--- src/rtl/aud_pkg.sv ---
// Shared definitions for the AUD branch-trace capture block: state encodings,
// default sizes and the drop-counter helper.
package aud_pkg;

    localparam int ADDR_W_DEF     = 32;
    localparam int FIFO_DEPTH_DEF = 16;
    localparam int DROP_W         = 16;

    typedef enum logic [1:0] {
        ST_IDLE  = 2'd0,
        ST_ARMED = 2'd1,
        ST_TRIG  = 2'd2,
        ST_DONE  = 2'd3
    } aud_state_e;

    // Saturating increment so a long overflow burst never wraps back to a small count.
    function automatic logic [DROP_W-1:0] sat_inc(input logic [DROP_W-1:0] v);
        return (&v) ? v : v + {{(DROP_W-1){1'b0}}, 1'b1};
    endfunction

endpackage

--- src/rtl/aud_trace_fifo.sv ---
// Trace buffer: first-word-fall-through FIFO with optional overwrite-oldest
// behaviour when a push arrives on a full buffer. DEPTH must be a power of two >= 2.
module aud_trace_fifo #(
    parameter int W     = 32,
    parameter int DEPTH = 16
) (
    input  logic         i_clk,
    input  logic         i_rst_n,
    input  logic         i_flush,
    input  logic         i_push,
    input  logic [W-1:0] i_din,
    input  logic         i_pop,
    input  logic         i_overwrite,
    output logic [W-1:0] o_head,
    output logic         o_full,
    output logic         o_empty
);

    localparam int AW = $clog2(DEPTH);

    logic [AW-1:0] r_wr_ptr;
    logic [AW-1:0] r_rd_ptr;
    logic [AW:0]   r_count;
    logic [W-1:0]  r_mem [DEPTH];

    logic w_do_pop;
    logic w_do_push;
    logic w_evict;

    assign o_full    = (r_count == (AW+1)'(DEPTH));
    assign o_empty   = (r_count == '0);
    assign w_do_pop  = i_pop & ~o_empty;
    // A pop in the same cycle frees a slot, so a full buffer still accepts the push.
    assign w_do_push = i_push & (~o_full | w_do_pop | i_overwrite);
    assign w_evict   = i_push & o_full & ~w_do_pop & i_overwrite;

    always_ff @(posedge i_clk or negedge i_rst_n) begin
        if (!i_rst_n) begin
            r_wr_ptr <= '0;
            r_rd_ptr <= '0;
            r_count  <= '0;
        end else if (i_flush) begin
            r_wr_ptr <= '0;
            r_rd_ptr <= '0;
            r_count  <= '0;
        end else begin
            if (w_do_push) begin
                r_wr_ptr <= r_wr_ptr + 1'b1;
            end
            if (w_do_pop || w_evict) begin
                r_rd_ptr <= r_rd_ptr + 1'b1;
            end
            if (w_do_push && !(w_do_pop || w_evict)) begin
                r_count <= r_count + 1'b1;
            end else if (!w_do_push && w_do_pop) begin
                r_count <= r_count - 1'b1;
            end
        end
    end

    always_ff @(posedge i_clk) begin
        if (w_do_push && !i_flush) begin
            r_mem[r_wr_ptr] <= i_din;
        end
    end

    assign o_head = o_empty ? '0 : r_mem[r_rd_ptr];

endmodule

--- src/rtl/aud_trace_ctrl.sv ---
// Branch-trace capture controller: arms on host command, captures addresses from
// aud_btm into a circular pre-trigger buffer, triggers on a masked compare, then
// captures a fixed number of post-trigger entries.
module aud_trace_ctrl
    import aud_pkg::*;
#(
    parameter int ADDR_W     = ADDR_W_DEF,
    parameter int FIFO_DEPTH = FIFO_DEPTH_DEF
) (
    input  logic              aud_ck,
    input  logic              rst,
    input  logic [ADDR_W-1:0] br_addr,
    input  logic              addr_valid,
    input  logic              buserror,
    output logic              btm_oe,
    input  logic              cmd_arm,
    input  logic              cmd_stop,
    input  logic [ADDR_W-1:0] trig_addr,
    input  logic [ADDR_W-1:0] trig_mask,
    input  logic [7:0]        post_count,
    output logic [ADDR_W-1:0] rd_data,
    output logic              rd_valid,
    input  logic              rd_ready,
    output logic [1:0]        state,
    output logic              done,
    output logic              err,
    output logic              overflow,
    output logic [DROP_W-1:0] drop_cnt
);

    // Reset asserts immediately but releases two aud_ck edges later.
    logic [1:0] r_rst_sync;
    logic       w_rst_n;

    always_ff @(posedge aud_ck or negedge rst) begin
        if (!rst) begin
            r_rst_sync <= 2'b00;
        end else begin
            r_rst_sync <= {r_rst_sync[0], 1'b1};
        end
    end

    assign w_rst_n = r_rst_sync[1];

    aud_state_e        r_state;
    logic              r_btm_oe;
    logic              r_err;
    logic              r_ovf;
    logic [DROP_W-1:0] r_drop_cnt;
    logic [7:0]        r_post_cnt;

    aud_state_e        w_next_state;
    logic              w_next_err;
    logic              w_next_ovf;
    logic [DROP_W-1:0] w_next_drop;
    logic [7:0]        w_next_post;
    logic              w_next_oe;

    logic              w_cap;
    logic              w_match;
    logic              w_drop;
    logic              w_pop;
    logic              w_flush;
    logic              w_full;
    logic              w_empty;

    // No captures once the post-trigger window is exhausted or a command/error is pending.
    assign w_cap   = addr_valid & r_btm_oe & ~cmd_stop & ~cmd_arm & ~buserror &
                     ~((r_state == ST_TRIG) && (r_post_cnt == 8'd0));
    assign w_match = (((br_addr ^ trig_addr) & trig_mask) == '0);
    assign w_pop   = ~w_empty & rd_ready;
    assign w_drop  = w_cap & (r_state == ST_TRIG) & w_full & ~w_pop;
    assign w_flush = cmd_arm & ~cmd_stop;

    aud_trace_fifo #(
        .W     (ADDR_W),
        .DEPTH (FIFO_DEPTH)
    ) u_fifo (
        .i_clk       (aud_ck),
        .i_rst_n     (w_rst_n),
        .i_flush     (w_flush),
        .i_push      (w_cap),
        .i_din       (br_addr),
        .i_pop       (w_pop),
        .i_overwrite (r_state == ST_ARMED),
        .o_head      (rd_data),
        .o_full      (w_full),
        .o_empty     (w_empty)
    );

    always_comb begin
        w_next_state = r_state;
        w_next_err   = r_err;
        w_next_ovf   = r_ovf;
        w_next_drop  = r_drop_cnt;
        w_next_post  = r_post_cnt;

        if (cmd_stop) begin
            w_next_state = ST_DONE;
        end else if (cmd_arm) begin
            w_next_state = ST_ARMED;
            w_next_err   = 1'b0;
            w_next_ovf   = 1'b0;
            w_next_drop  = '0;
            w_next_post  = 8'd0;
        end else if (buserror && (r_state == ST_ARMED || r_state == ST_TRIG)) begin
            w_next_err   = 1'b1;
            w_next_state = ST_DONE;
        end else begin
            case (r_state)
                ST_ARMED: begin
                    if (w_cap && w_match) begin
                        w_next_state = ST_TRIG;
                        w_next_post  = post_count;
                    end
                end
                ST_TRIG: begin
                    if (r_post_cnt == 8'd0) begin
                        w_next_state = ST_DONE;
                    end else if (w_cap) begin
                        w_next_post = r_post_cnt - 8'd1;
                        if (r_post_cnt == 8'd1) begin
                            w_next_state = ST_DONE;
                        end
                        if (w_drop) begin
                            w_next_ovf  = 1'b1;
                            w_next_drop = sat_inc(r_drop_cnt);
                        end
                    end
                end
                default: begin
                end
            endcase
        end

        w_next_oe = ((w_next_state == ST_ARMED) || (w_next_state == ST_TRIG)) && !w_next_err;
    end

    always_ff @(posedge aud_ck or negedge w_rst_n) begin
        if (!w_rst_n) begin
            r_state    <= ST_IDLE;
            r_btm_oe   <= 1'b0;
            r_err      <= 1'b0;
            r_ovf      <= 1'b0;
            r_drop_cnt <= '0;
            r_post_cnt <= 8'd0;
        end else begin
            r_state    <= w_next_state;
            r_btm_oe   <= w_next_oe;
            r_err      <= w_next_err;
            r_ovf      <= w_next_ovf;
            r_drop_cnt <= w_next_drop;
            r_post_cnt <= w_next_post;
        end
    end

    assign btm_oe   = r_btm_oe;
    assign rd_valid = ~w_empty;
    assign state    = r_state;
    assign done     = (r_state == ST_DONE);
    assign err      = r_err;
    assign overflow = r_ovf;
    assign drop_cnt = r_drop_cnt;

endmodule

--- config.mk ---
export PLATFORM = sky130hd
export DESIGN_NAME = aud_trace_ctrl
export DESIGN_NICKNAME = d
export VERILOG_FILES = /design/src/rtl/aud_pkg.sv /design/src/rtl/aud_trace_fifo.sv /design/src/rtl/aud_trace_ctrl.sv
export SDC_FILE = /design/constraint.sdc
export NUM_CORES = 1
export LEC_CHECK = 0
export BUFFER_PORTS_ARGS = -buffer_cell sky130_fd_sc_hd__buf_2
export CORE_MARGIN = 4
export CORE_UTILIZATION = 30
export DETAILED_ROUTE_END_ITERATION = 8
export PLACE_DENSITY = 0.51
export SYNTH_ARGS = -nofsm -noshare
export SYNTH_HDL_FRONTEND = slang
export SYNTH_SLANG_ARGS = --single-unit
--- constraint.sdc ---
create_clock -name aud_ck -period 3.3 [get_ports aud_ck]
set_clock_uncertainty 0.1 [all_clocks]
set_input_delay 0.165 -clock aud_ck [delete_from_list [all_inputs] [get_ports aud_ck]]
set_output_delay 0.165 -clock aud_ck [all_outputs]
set_load 0.02 [all_outputs]
==> impl_metrics.json <==
{
  "status": "completed",
  "cts-htree-levels": 2,
  "grt_overflow": 0,
  "floorplan.rows": 101,
  "ant_nets": 0,
  "ys.flop_type": "sky130_fd_sc_hd__edfxtp_1",
  "rsz0062_at_grt": "true",
  "worstSetupEndpointType": "primary output",
  "min-delay-start": "addr_valid",
  "num-nets-final": 1763,
  "number_of_flops_mapped_to_enable_cells_by_yosys": 512,
  "grt_max_degree": 50,
  "synth-seq-cells": 556,
  "drt_first_pass_iters": 5,
  "hold_violations": 0,
  "viasPerCell": 4.89,
  "place.gp.congestion": 0.804,
  "cts_made_buffers": 58,
  "max_stage_delay_ns": 0.55,
  "cts-root-to-sink-buffers": 3,
  "maxCapViolCount": 0,
  "share_clk_of_total_power_pct": 32.2,
  "numPortBuffers": 165,
  "cp.required_ns": 3.03,
  "global_route_wire_length_before_repair_mm": 89.6,
  "timing.reg2reg.worst_path_depth": 8,
  "maxSlewHeadroom_pct": 32.1,
  "sinks_on_the_clock_net": 556,
  "finalWorstSetupSlack_ns": 0.132,
  "detail_route.iter0.violations": 1091,
  "power_switching_mw": 5.93,
  "clock_tree.root_cell": "sky130_fd_sc_hd__clkbuf_16",
  "synth-seq-area-share_pct": 71.6,
  "tritoncts": "built",
  "ys_top_cells_by_area": "sky130_fd_sc_hd__edfxtp_1 67%, sky130_fd_sc_hd__mux4_2 6.3%, sky130_fd_sc_hd__mux2i_1 5.9%, sky130_fd_sc_hd__dfrtp_1 4.8%, sky130_fd_sc_hd__nor2_1 1.8%",
  "worst_pin_slew_ns": 1.02,
  "post-cts-setup-buffers": 0,
  "synth-async-reset-ratio_pct": 7.91,
  "vias_in_the_first_global_route": 13563,
  "ir_drop_v": 0.000397,
  "report.final.setup_viol": 0,
  "detail_route.wl_per_cell_um": 22.5,
  "chipWidth_um": 285,
  "final.min_clock_period_ns": 3.17,
  "buffer_and_inverter_count_on_the_worst_path": 3,
  "drcViolationCount": 0,
  "cpMostUsedCell": "sky130_fd_sc_hd__buf_12",
  "sw_frac_of_total_pct": 30.4,
  "post-place-ws_ns": -0.282,
  "mappedNetlistArea_um2": 23000,
  "timing.reg2reg.setup_slack_ns": 0.30,
  "grt.total_usage_pct": 14.7,
  "leakagePower_nw": 9.41,
  "final.fill_count": 7104,
  "drv_slew": 0,
  "synthDistinctLibCells": 57,
  "fp.dieH_um": 285,
  "antenna_found_initial": 6,
  "maxClockFrequency_ghz": 0.316,
  "routed-via-count": 13258,
  "floorplan.io_pins": 166,
  "seq_power_share_pct": 41.0,
  "worst_hold_path.num_cells": 4,
  "dieArea_um2": 81200,
  "synthesis.nets": 1510,
  "worstHoldPathType": "in2reg",
  "synth.largest_area_cell": "sky130_fd_sc_hd__edfxtp_1",
  "yosys_warnings": 0,
  "p_int_mw": 13.6,
  "crit_arrival_ns": 2.90,
  "timing.setup.critical_path_class": "reg2out",
  "synthMostInstantiatedCell": "sky130_fd_sc_hd__edfxtp_1",
  "yosysTopAreaCellShare_pct": 66.8,
  "yosys-top-cells-count": "512 x sky130_fd_sc_hd__edfxtp_1, 135 x sky130_fd_sc_hd__mux2i_1, 113 x sky130_fd_sc_hd__nor2_1, 64 x sky130_fd_sc_hd__mux4_2, 60 x sky130_fd_sc_hd__nand2_1",
  "area.growth.synth_to_final_pct": 21.7,
  "core_region_area_um2": 75900,
  "synth_cells": 1382,
  "clock_latency_ns": 0.62,
  "syn_avg_cell_area_um2": 16.6,
  "post_route_cells_drive_above_1_share_pct": 24.0,
  "final_min_period_over_clock_period_pct": 96.0,
  "holdPathEnd": "overflow$_DFFE_PN0P_",
  "power_per_cell_area_nw_per_um2": 697,
  "worstSetupStartpoint": "u_fifo.r_rd_ptr[0]$_DFFE_PN0P_",
  "critical_path_peak_fanout": 26,
  "worstReg2RegStart": "r_post_cnt[0]$_DFFE_PN0P_",
  "floorplan.initialDensity_pct": 30.3,
  "wirelength_mm": 61.0,
  "critical_path.reg2reg.endpoint": "u_fifo.r_mem[10][18]$_DFFE_PP_",
  "cp_cell_sequence": "buf_12, buf_12, mux2i_1, o221ai_1, o22ai_1, a211oi_1, buf_2",
  "pwr-share-comb_pct": 26.8,
  "highest_delay_cell_along_the_critical_path": "sky130_fd_sc_hd__dfrtp_4",
  "startpoint_type": "register",
  "clkSlewWorstSetupHoldPaths_ns": 0.06,
  "place_hpwl_mm": 36.6,
  "worst_hold_slack_ns": 0.136,
  "cp_top_family": "compound AO/OA/AOI/OAI gates"
}
[routing by layer]
layer  part of all wire [%]  track usage, %
met1                     46            20.7
met4                    1.3            2.76
met2                     47            23.7
met3                    6.0            3.22
met5                  0.011               0
[cell families (layout without fill, tap and decap cells)]
group | after synthesis | after routing | share of synthesized area [%]
mux | 200 | 200 | 12.2
fa+ha+maj | 17 | 17 | 0.957
xor+xnor | 51 | 51 | 1.94
compound gates | 216 | 216 | 6.46
other cells | 1 | 4 | 0.0163
flops | 556 | 556 | 71.6
simple gates | 255 | 255 | 5.21
buf+inv | 86 | 384 | 1.61
[power by group through the flow]
stage	Clock (mW)	Combinational, mW	Sequential [mW]
after floorplan	0	3.44	8.02
after global placement	0	5.21	8.13
after detailed placement	0	5.23	8.14
after CTS	6.47	5.33	8.00
after global routing	6.77	5.66	8.01
final	6.28	5.23	7.99
[cell type report]
cell class                      count  area (um2)  share of cell area, %
Multi-Input combinational cell    740        6340                   22.7
Inverter                           13        48.8                  0.174
Tap cell                         1030        1290                   4.60
Clock inverter                     27         282                   1.01
Sequential cell                   556       16500                   58.9
Clock buffer                       78        1550                   5.53
Antenna cell                        3        7.51                 0.0268
Timing Repair Buffer              266        1990                   7.09
[metrics by stage]
stage	utilization, %	std cells	total power [mW]	TNS [ns]	instance area [um2]
after floorplan	-	1382	11.5	-91.17	23000
after global placement	33.8	2559	13.3	-1.29	25600
after detailed placement	33.8	2559	13.4	-1.73	25600
after CTS	36.8	2710	19.8	0	28000
after global routing	36.9	2712	20.4	-0.194	28000
final	36.9	2713	19.5	0	28000
[tightest hold or removal path, cell delays in order]
cell and delay, ns:
sky130_fd_sc_hd__buf_2 0.12, sky130_fd_sc_hd__and3_1 0.25, sky130_fd_sc_hd__a41oi_1 0.21, sky130_fd_sc_hd__nor2_1 0.05
[how the worst max path moves through the flow]
stage                               endpoint  slack, ns  cells past startpoint
6_report                         rd_data[19]       0.13                      7
5_1_grt                          rd_data[12]      -0.05                      8
4_1_cts                           rd_data[4]       0.02                      7
3_5_place_dp       r_post_cnt[7]$_DFFE_PN0P_      -0.28                      8
2_1_floorplan  u_fifo.r_mem[15][0]$_DFFE_PP_      -0.29                      7
3_3_place_gp       r_post_cnt[5]$_DFFE_PN0P_      -0.23                      8
[cell usage in the layout, fill, tap and decap left out, drive strengths merged, types with 3 or more instances in the layout]
cell         netlist  final
a22oi             25     25
xnor2              3      3
mux2i            135    135
nand4             17     17
nand3             15     15
xor2              48     48
mux4              64     64
a41oi              3      3
or3                3      3
a21oi             15     15
bufinv             0      4
o221ai            32     32
clkbuf            45     78
nor2b              4      4
a31oi              9      9
nand2b             3      3
buf               28    220
ha                16     16
a211oi            35     35
edfxtp           512    512
inv               13     13
o31ai              8      8
a211o              3      3
and3               7      7
dfrtp             44     44
o311a              3      3
o21ai             42     42
o22ai             33     33
nor4               4      4
dlygate4sd3        0     46
clkinv             0     21
nor2             114    114
nand2             63     63
nor3              16     16
diode              0      3
[flip-flops by register name, summed over array words and instances (netlist names)]
signal / flops
u_fifo.r_mem: 512
drop_cnt: 16
r_post_cnt: 8
u_fifo.r_count: 5
u_fifo.r_rd_ptr: 4
u_fifo.r_wr_ptr: 4
r_rst_sync: 2
state: 2
btm_oe: 1
err: 1
overflow: 1
[repair_timing]
action / CTS / global route
hold endpoints to repair: 518 / 0
hold buffers: 46 / 0
gates cloned: 0 / 0
resized for setup: 7 / 4
endpoints found under the setup margin: 9 / 10
No activity file was read; power rests on OpenSTA's default activity.
